## src/rtl/i2s_audio_tx.sv

```systemverilog
// I2S serialiser for the external stereo DAC: one free-running 9-bit divider produces MCLK/SCLK/LRCLK/SDIN.
// Optional macro I2S_LEFT_JUSTIFIED_EN selects left-justified framing (MSB coincident with the LRCLK edge).
module i2s_audio_tx #(
  parameter int SAMPLE_BITS = 16
) (
  input  logic        sysclk,
  input  logic        rst_n,
  input  logic [15:0] left_i,
  input  logic [15:0] right_i,
  input  logic        mute_i,
  output logic        sample_strobe,
  output logic        mclk,
  output logic        sclk,
  output logic        lrclk,
  output logic        sdin
);

`ifdef I2S_LEFT_JUSTIFIED_EN
  // Capture one cycle ahead so the shadow is ready for the slot-0 MSB load.
  localparam logic [8:0] CAPTURE_CNT = 9'd511;
`else
  localparam logic [8:0] CAPTURE_CNT = 9'd0;
`endif

  logic [8:0]             cnt;
  logic [8:0]             cnt_next;
  logic [4:0]             slot_next;
  logic                   ch_next;
  logic [SAMPLE_BITS-1:0] shadow_l;
  logic [SAMPLE_BITS-1:0] shadow_r;
  logic [SAMPLE_BITS-1:0] shadow_sel;
  logic                   next_bit;

  assign cnt_next  = cnt + 9'd1;
  assign slot_next = cnt_next[7:3];
  assign ch_next   = cnt_next[8];

  assign mclk  = cnt[0];
  assign sclk  = cnt[2];
  assign lrclk = cnt[8];

  // Bit that goes out in the slot starting at the next SCLK falling edge.
  always_comb begin
    next_bit   = 1'b0;
    shadow_sel = ch_next ? shadow_r : shadow_l;
    for (int i = 0; i < SAMPLE_BITS; i++) begin
`ifdef I2S_LEFT_JUSTIFIED_EN
      if (int'(slot_next) == SAMPLE_BITS - 1 - i) next_bit = shadow_sel[i];
`else
      if (int'(slot_next) == SAMPLE_BITS - i) next_bit = shadow_sel[i];
`endif
    end
  end

  always_ff @(posedge sysclk) begin
    if (!rst_n) begin
      cnt           <= '0;
      shadow_l      <= '0;
      shadow_r      <= '0;
      sdin          <= 1'b0;
      sample_strobe <= 1'b0;
    end else begin
      cnt           <= cnt_next;
      sample_strobe <= (cnt_next == CAPTURE_CNT);
      if (cnt_next[2:0] == 3'd0) sdin <= next_bit;
      // Only the top SAMPLE_BITS of each MSB-aligned input are kept.
      if (cnt_next == CAPTURE_CNT) begin
        shadow_l <= mute_i ? '0 : left_i[15 -: SAMPLE_BITS];
        shadow_r <= mute_i ? '0 : right_i[15 -: SAMPLE_BITS];
      end
    end
  end

endmodule

```

## config.mk

```make
export PLATFORM = sky130hd
export DESIGN_NAME = i2s_audio_tx
export DESIGN_NICKNAME = d
export VERILOG_FILES = /design/src/rtl/i2s_audio_tx.sv
export SDC_FILE = /design/constraint.sdc
export NUM_CORES = 1
export LEC_CHECK = 0
export ABC_CLOCK_PERIOD_IN_PS = 2800
export BUFFER_PORTS_ARGS = -buffer_cell sky130_fd_sc_hd__buf_2
export CAP_MARGIN = 5
export CELL_PAD_IN_SITES_DETAIL_PLACEMENT = 1
export CELL_PAD_IN_SITES_GLOBAL_PLACEMENT = 1
export CORE_MARGIN = 2
export CORE_UTILIZATION = 42
export DETAILED_ROUTE_END_ITERATION = 10
export PLACE_DENSITY_LB_ADDON = 0.1
export SLEW_MARGIN = 30
export SYNTH_ARGS = -nofsm -noshare
export SYNTH_HDL_FRONTEND = slang
export SYNTH_SLANG_ARGS = --single-unit
```

## constraint.sdc

```tcl
create_clock -name sysclk -period 2.8 [get_ports sysclk]
set_input_delay 0 -clock sysclk [delete_from_list [all_inputs] [get_ports sysclk]]
set_output_delay 0 -clock sysclk [all_outputs]
set_load 0.1 [all_outputs]
```

==> results of run 1 <==
-- power breakdown --
group | internal (mW) | switching [mW] | total, mW
clock | 0.261 | 0.201 | 0.462
combinational | 0.0679 | 0.0598 | 0.128
sequential | 0.624 | 0.0109 | 0.635
total | 0.953 | 0.271 | 1.22
-- synth_stat cells (2+ instances only) --
| master | instances | area (sq um) |
|---|---|---|
| dfxtp_1 | 43 | 861 |
| a22o_1 | 32 | 280 |
| nand2_1 | 14 | 52.6 |
| mux2i_1 | 10 | 100 |
| o21ai_0 | 9 | 45.0 |
| and2_1 | 8 | 50.1 |
| nor2_1 | 7 | 26.3 |
| nand3_1 | 6 | 30.0 |
| a21oi_1 | 5 | 25.0 |
| xor2_1 | 5 | 43.8 |
| buf_6 | 4 | 45.0 |
| clkbuf_1 | 4 | 15.0 |
| inv_1 | 4 | 15.0 |
| xnor2_1 | 4 | 35.0 |
| mux4_1 | 3 | 78.8 |
| nand3b_1 | 3 | 22.5 |
| nor2b_1 | 3 | 18.8 |
| o22ai_1 | 3 | 18.8 |
| a31oi_1 | 2 | 12.5 |
| buf_2 | 2 | 10.0 |
| ha_1 | 2 | 25.0 |
| nor3_1 | 2 | 10.0 |
| or3_1 | 2 | 12.5 |
-- worst paths after layout --
path	cells past startpoint	slack [ns]	to
worst min register to register	1	0.48	shadow_l[1]
worst max-delay path	9	0.22	sdin
worst max register to register	9	0.22	sdin
worst min-delay path	2	0.07	cnt[0]
-- kinds of logic after synthesis --
logic type / count (synthesis) / synth area share
buffers and inverters: 17 / 0.0539
XOR/XNOR: 9 / 0.0382
AO/OA/AOI/OAI: 62 / 0.232
AND/OR/NAND/NOR: 56 / 0.161
flip-flops: 43 / 0.417
adder cells (fa/ha/maj): 2 / 0.0121
multiplexers: 13 / 0.0866
-- through the flow --
| step | std cells | util | instance area, sq um |
|---|---|---|---|
| 2_1_floorplan | 202 | - | 2070 |
| 3_3_place_gp | 304 | 0.491 | 2320 |
| 3_5_place_dp | 304 | 0.491 | 2320 |
| 4_1_cts | 343 | 0.581 | 2740 |
| 5_1_grt | 343 | 0.582 | 2750 |
| 6_report | 343 | 0.582 | 2750 |
-- cell type report --
type                            count  area [sq um]  area share
Timing Repair Buffer               80           587       0.213
Sequential cell                    43           863       0.314
Clock inverter                      1          30.0      0.0109
Multi-Input combinational cell    142          1100       0.399
Tap cell                           67          83.8      0.0305
Clock buffer                        6          72.6      0.0264
Inverter                            4          15.0     0.00546
-- per-layer routing --
| layer | vias up | wire [um] |
|---|---|---|
| li1 | 905 | - |
| met1 | 885 | 2510 |
| met2 | 33 | 2720 |
| met3 | 12 | 151 |
| met4 | 0 | 120 |
| met5 | - | 0 |
-- registers in the layout, summed over array words and instances, names as in the netlist --
| register | count |
|---|---|
| sdin | 1 |
| shadow_r | 16 |
| sample_strobe | 1 |
| cnt | 9 |
| shadow_l | 16 |
-- what timing repair did --
action	CTS	global route
endpoints found under the hold margin	32	0
hold buffers	32	0
gates resized for setup	0	2
endpoints found under the setup margin	0	33
==> results.tsv, run 1 <==
stage	metric	value	unit
sta	final hold slack	0.0726	ns
route	WL final	5500	um
grt	GRT Total Usage	0.220	
run_status	status	finished clean	
clock_network	Clock Sinks	43	
clock_network	CTS buffer count	5	
route	Residual DRC	0	
synthesis	Post-synth EDFFs	0	
sta	share of the clock period used by the worst path	0.923	
synthesis	Avg Cell Area, Syn	10.2	sq um
synthesis	Post-synth ARST share	0	
cells_and_area	leading cell types in the layout, fill and taps excluded	dfxtp_1 (41), buf_2 (39), a22o_1 (32), dlygate4sd3_1 (32), nand2_1 (14)	
grt	GR peak layer	met2	
synthesis	synthesized net count	239	
power	Total Power	1.22	mW
critical_path	Crit. Startpoint	cnt[1]	
synthesis	Seq/Total Area, Yosys	0.417	
cells_and_area	Total Nets Final	313	
min_path	min-delay src	rst_n	
route	Vias/cell	5.35	
power	Peak VDD IR	0.000280	V
cells_and_area	share of cells above drive strength 1	0.239	
route	vias	1835	
grt	largest net degree at the start of global routing	33	
cells_and_area	fillers	523	
synthesis	post-synthesis cell type count	48	
sta	clock skew	0.00571	ns
floorplan	chip width	74.1	um
floorplan	Die Area	5500	sq um
floorplan	Die H	74.1	um
sta	Slew Viols, Final	0	
place	port bufs	39	
sta	RSZ-0062 raised after global routing	no	
synthesis	cell count after synthesis	202	
critical_path	FF-to-FF Start	cnt[1]	
route	routed wire length per instance	16.0	um
clock_network	setup bufs post-CTS	0	
floorplan	I/O Pins	40	
route	DRT Pass-1 Iters	4	
cells_and_area	Area Growth Syn to Fin	33.1	%
sta	Final min period	2.58	ns
floorplan	Core Area	4720	sq um
grt	vias in the first global route	1942	
cells_and_area	leading cell type in the layout, fill and taps excluded	dfxtp_1	
critical_path	WP data required	2.95	ns
critical_path	Worst setup SP type	flip-flop	
critical_path	Critical Path AT	2.74	ns
synthesis	#FFs+latches synth	43	
grt	met1 global-route usage	0.277	
critical_path	Slowest cell on crit path	xor2_1	
synthesis	leading register cell type out of synthesis	dfxtp_1	
critical_path	worst setup path category	flip-flop to flip-flop	
clock_network	TritonCTS clock tree	yes	
critical_path	Critical Path, Cell by Cell	ha_2 -> nand3_1 -> xor2_1 -> mux4_1 -> a21oi_1 -> o21ai_0 -> a32oi_1 -> a2111o_1 -> o311ai_0	
clock_network	CTS H-tree lvls	2	
clock_network	worst-skew pair later-pin latency	0.29	ns
power	LEAKAGE	1.18	nW
grt	antenna violations before repair	0	
critical_path	worst path buffer plus inverter count	0	
grt	overflow left after global routing	0	
route	Iteration-0 DRC Markers	41	
floorplan	row count	25	
clock_network	Clock Tree Buf Depth	2	
grt	GR Util met3	0.0461	
place	worst slack, placed	0.0993	ns
clock_network	clock slew at the register clock pins of the worst setup and hold paths	0.08	ns
floorplan	Initial Util	0.437	
sta	Final Hold Vio Count	0	
synthesis	Cell Area, Synth	2070	sq um
sta	f_max	0.387	GHz
place	RePlAce Congestion	0.807	
place	HPWL after detailed placement	3760	um
min_path	hold crit path type	primary input to flip-flop	
grt	first-pass GRT wire length	9270	um
sta	final setup fails	0	
power	Power Dens Cells	445	nW/um^2
sta	slew of the pin with the lowest slew margin	0.518	ns
critical_path	family with the most delay on the worst path	compound AO/OA/AOI/OAI gates	
critical_path	Crit Path Max Fanout	10	
clock_network	CTS root buf	clkbuf_8	
sta	Fin Setup TNS	0	ns
sta	Final WS setup	0.216	ns
synthesis	YS warnings	0	
cells_and_area	# diodes	0	
grt	GR met2 Demand/Resource	0.370	
route	antenna viol nets, final	0	
critical_path	crit end category	flip-flop	
run	total of max-cap violations	0	
critical_path	CP peak stage delay	0.46	ns
sta	Max-slew headroom	0.654	
Power figures use the tool's default switching activity.
==> run 2: changes to the inputs <==
- ABC_AREA: default -> 1
- CORE_UTILIZATION: 42 -> 39
==> run 2 against run 1 <==
Compared with the run above: synthesized cell count grew 56%; worst hold slack gained 0.023 ns; final area grew 2.8%; first-iteration DRC count grew 34%; register-to-register slack gained 0.30 ns.
==> results.tsv, run 2 <==
stage	metric	value	unit
floorplan	Core Area	5470	sq um
min_path	hold crit path type	primary input to flip-flop	
synthesis	post-synth top area cell	dfxtp_1	
grt	antenna violations before repair	0	
grt	overflow left after global routing	0	
sta	share of the clock period used by the worst path	0.818	
min_path	min-delay src	rst_n	
route	WL final	6360	um
sta	Slew Viols, Final	0	
synthesis	Synth top cells by count	nand2_1 (90), nand3_1 (75), dfxtp_1 (43), inv_1 (23), nor2_1 (19)	
critical_path	worst r2r dst	shadow_l[7]	
synthesis	post-synthesis cell type count	31	
critical_path	R2R depth	12	
sta	Fin Setup TNS	0	ns
synthesis	Post-synth ARST share	0	
synthesis	Post-synth EDFFs	0	
critical_path	WP data required	3.04	ns
clock_network	clock slew at the register clock pins of the worst setup and hold paths	0.08	ns
synthesis	count leader, synth	nand2_1	
clock_network	Clock Sinks	43	
sta	final setup fails	0	
critical_path	Crit Path Max Fanout	18	
power	LEAKAGE	1.38	nW
synthesis	leading register cell type out of synthesis	dfxtp_1	
place	port bufs	39	
critical_path	r2r setup slk	0.51	ns
critical_path	worst setup path category	flip-flop to flip-flop	
sta	Final Hold Vio Count	0	
route	routed wire length per instance	14.0	um
cells_and_area	fillers	751	
grt	GRT Total Usage	0.224	
min_path	Hold Path Stages	3	
sta	f_max	0.437	GHz
synthesis	cell count after synthesis	315	
floorplan	I/O Pins	40	
sta	slew of the pin with the lowest slew margin	0.874	ns
synthesis	Seq/Total Area, Yosys	0.394	
clock_network	cts repair resizes	0	
run_status	status	finished clean	
run	total of max-cap violations	0	
floorplan	Initial Util	0.399	
critical_path	Worst setup SP type	flip-flop	
route	Residual DRC	0	
cells_and_area	Area Growth Syn to Fin	29.3	%
grt	GR Util met3	0.0375	
synthesis	synthesized net count	352	
synthesis	#FFs+latches synth	43	
floorplan	chip width	78.9	um
grt	vias in the first global route	2353	
critical_path	Critical Path AT	2.53	ns
place	HPWL after detailed placement	4350	um
route	Iteration-0 DRC Markers	55	
cells_and_area	share of cells above drive strength 1	0.186	
critical_path	crit end category	flip-flop	
clock_network	CTS root buf	clkbuf_8	
synthesis	Cell Area, Synth	2190	sq um
grt	first-pass GRT wire length	11000	um
min_path	WHS Endpoint	cnt[0]	
synthesis	YS warnings	0	
synthesis	synth top area cells	dfxtp_1 (39%), nand3_1 (17%), nand2_1 (15%)	
grt	met1 global-route usage	0.285	
clock_network	CTS buffer count	5	
sta	RSZ-0062 raised after global routing	no	
power	Power Dens Cells	416	nW/um^2
place	RePlAce Congestion	0.903	
power	Peak VDD IR	0.000234	V
route	DRT Pass-1 Iters	4	
floorplan	Die Area	6220	sq um
clock_network	setup bufs post-CTS	0	
cells_and_area	leading cell types in the layout, fill and taps excluded	nand2_1 (90), nand3_1 (75), dfxtp_1 (43)	
grt	largest net degree at the start of global routing	36	
cells_and_area	leading cell type in the layout, fill and taps excluded	nand2_1	
clock_network	worst-skew pair later-pin latency	0.30	ns
clock_network	CTS H-tree lvls	2	
clock_network	Clock Tree Buf Depth	2	
synthesis	Avg Cell Area, Syn	6.94	sq um
cells_and_area	Total Nets Final	418	
route	antenna viol nets, final	0	
sta	clock skew	0.00281	ns
grt	GR met2 Demand/Resource	0.379	
grt	GR peak layer	met2	
synthesis	Yosys top cell area share	0.394	
route	vias	2225	
floorplan	row count	27	
route	Vias/cell	4.91	
floorplan	Die H	78.9	um
clock_network	TritonCTS clock tree	yes	
sta	final hold slack	0.0954	ns
cells_and_area	Top Registers	shadow_l: 16 flops, shadow_r: 16 flops, cnt: 9 flops	
critical_path	FF-to-FF Start	cnt[0]	
sta	Final min period	2.29	ns
clock_network	post-cts hold buffer count	32	
sta	Max-slew headroom	0.414	
cells_and_area	# diodes	0	
[run 2: kinds of logic after synthesis]
group,synth area share
AND/OR/NAND/NOR,0.463
buffers and inverters,0.0922
flip-flops,0.394
AO/OA/AOI/OAI,0.0401
adder cells (fa/ha/maj),0.0114
[run 2: layout make-up]
type | count | area (sq um) | area share
sequential | 43 | 861 | 0.305
timing repair buffer | 74 | 551 | 0.195
clock buffer | 6 | 82.6 | 0.0292
clock inverter | 1 | 5.00 | 0.00177
inverter | 29 | 114 | 0.0403
multi-input combinational | 228 | 1120 | 0.398
tap | 72 | 90.1 | 0.0319
[run 2: where the power goes]
group	internal, mW	switching, mW	total [mW]	leakage, nW
combinational	0.0630	0.0748	0.138	0.982
clock	0.194	0.210	0.403	0.0470
sequential	0.623	0.00991	0.633	0.347
[run 2: how the worst max path moves through the flow]
stage                start  cells after the start  slack (ns)          end
floorplan           cnt[0]                     13        0.07         sdin
global placement    cnt[0]                     12        0.54  shadow_l[8]
detailed placement  cnt[0]                     12        0.49  shadow_l[7]
CTS                 cnt[0]                     12        0.46  shadow_l[7]
global route        cnt[0]                     18        0.29         sdin
finish              cnt[0]                     12        0.51  shadow_l[7]
[run 2: metrics by stage]
stage	power (mW)	area (sq um)	std cells	setup slack [ns]	util
floorplan	0.710	2190	315	0.0651	-
global placement	0.749	2420	414	0.542	0.442
detailed placement	0.750	2420	414	0.491	0.442
CTS	1.18	2830	453	0.458	0.516
global route	1.23	2830	453	0.288	0.516
finish	1.17	2830	453	0.511	0.516
[run 2: routing by layer]
layer / vias to the layer above / routed length [um] / part of all wire
met3: 16 / 146 / 0.023
met5: - / 0 / 0
met1: 1008 / 3060 / 0.48
met2: 40 / 2970 / 0.47
met4: 0 / 187 / 0.029
li1: 1161 / - / -
[run 2: critical path: stages, from the launching register on]
cell      delay (ns)
dfxtp_1         0.41
ha_1            0.26
nand2_2         0.11
nor2_4          0.14
nand2_1         0.08
nand2_2         0.15
nand2_1         0.10
clkinv_1        0.12
nand4_4         0.13
nor2_4          0.33
buf_12          0.20
nand3_1         0.08
nand2_1         0.10
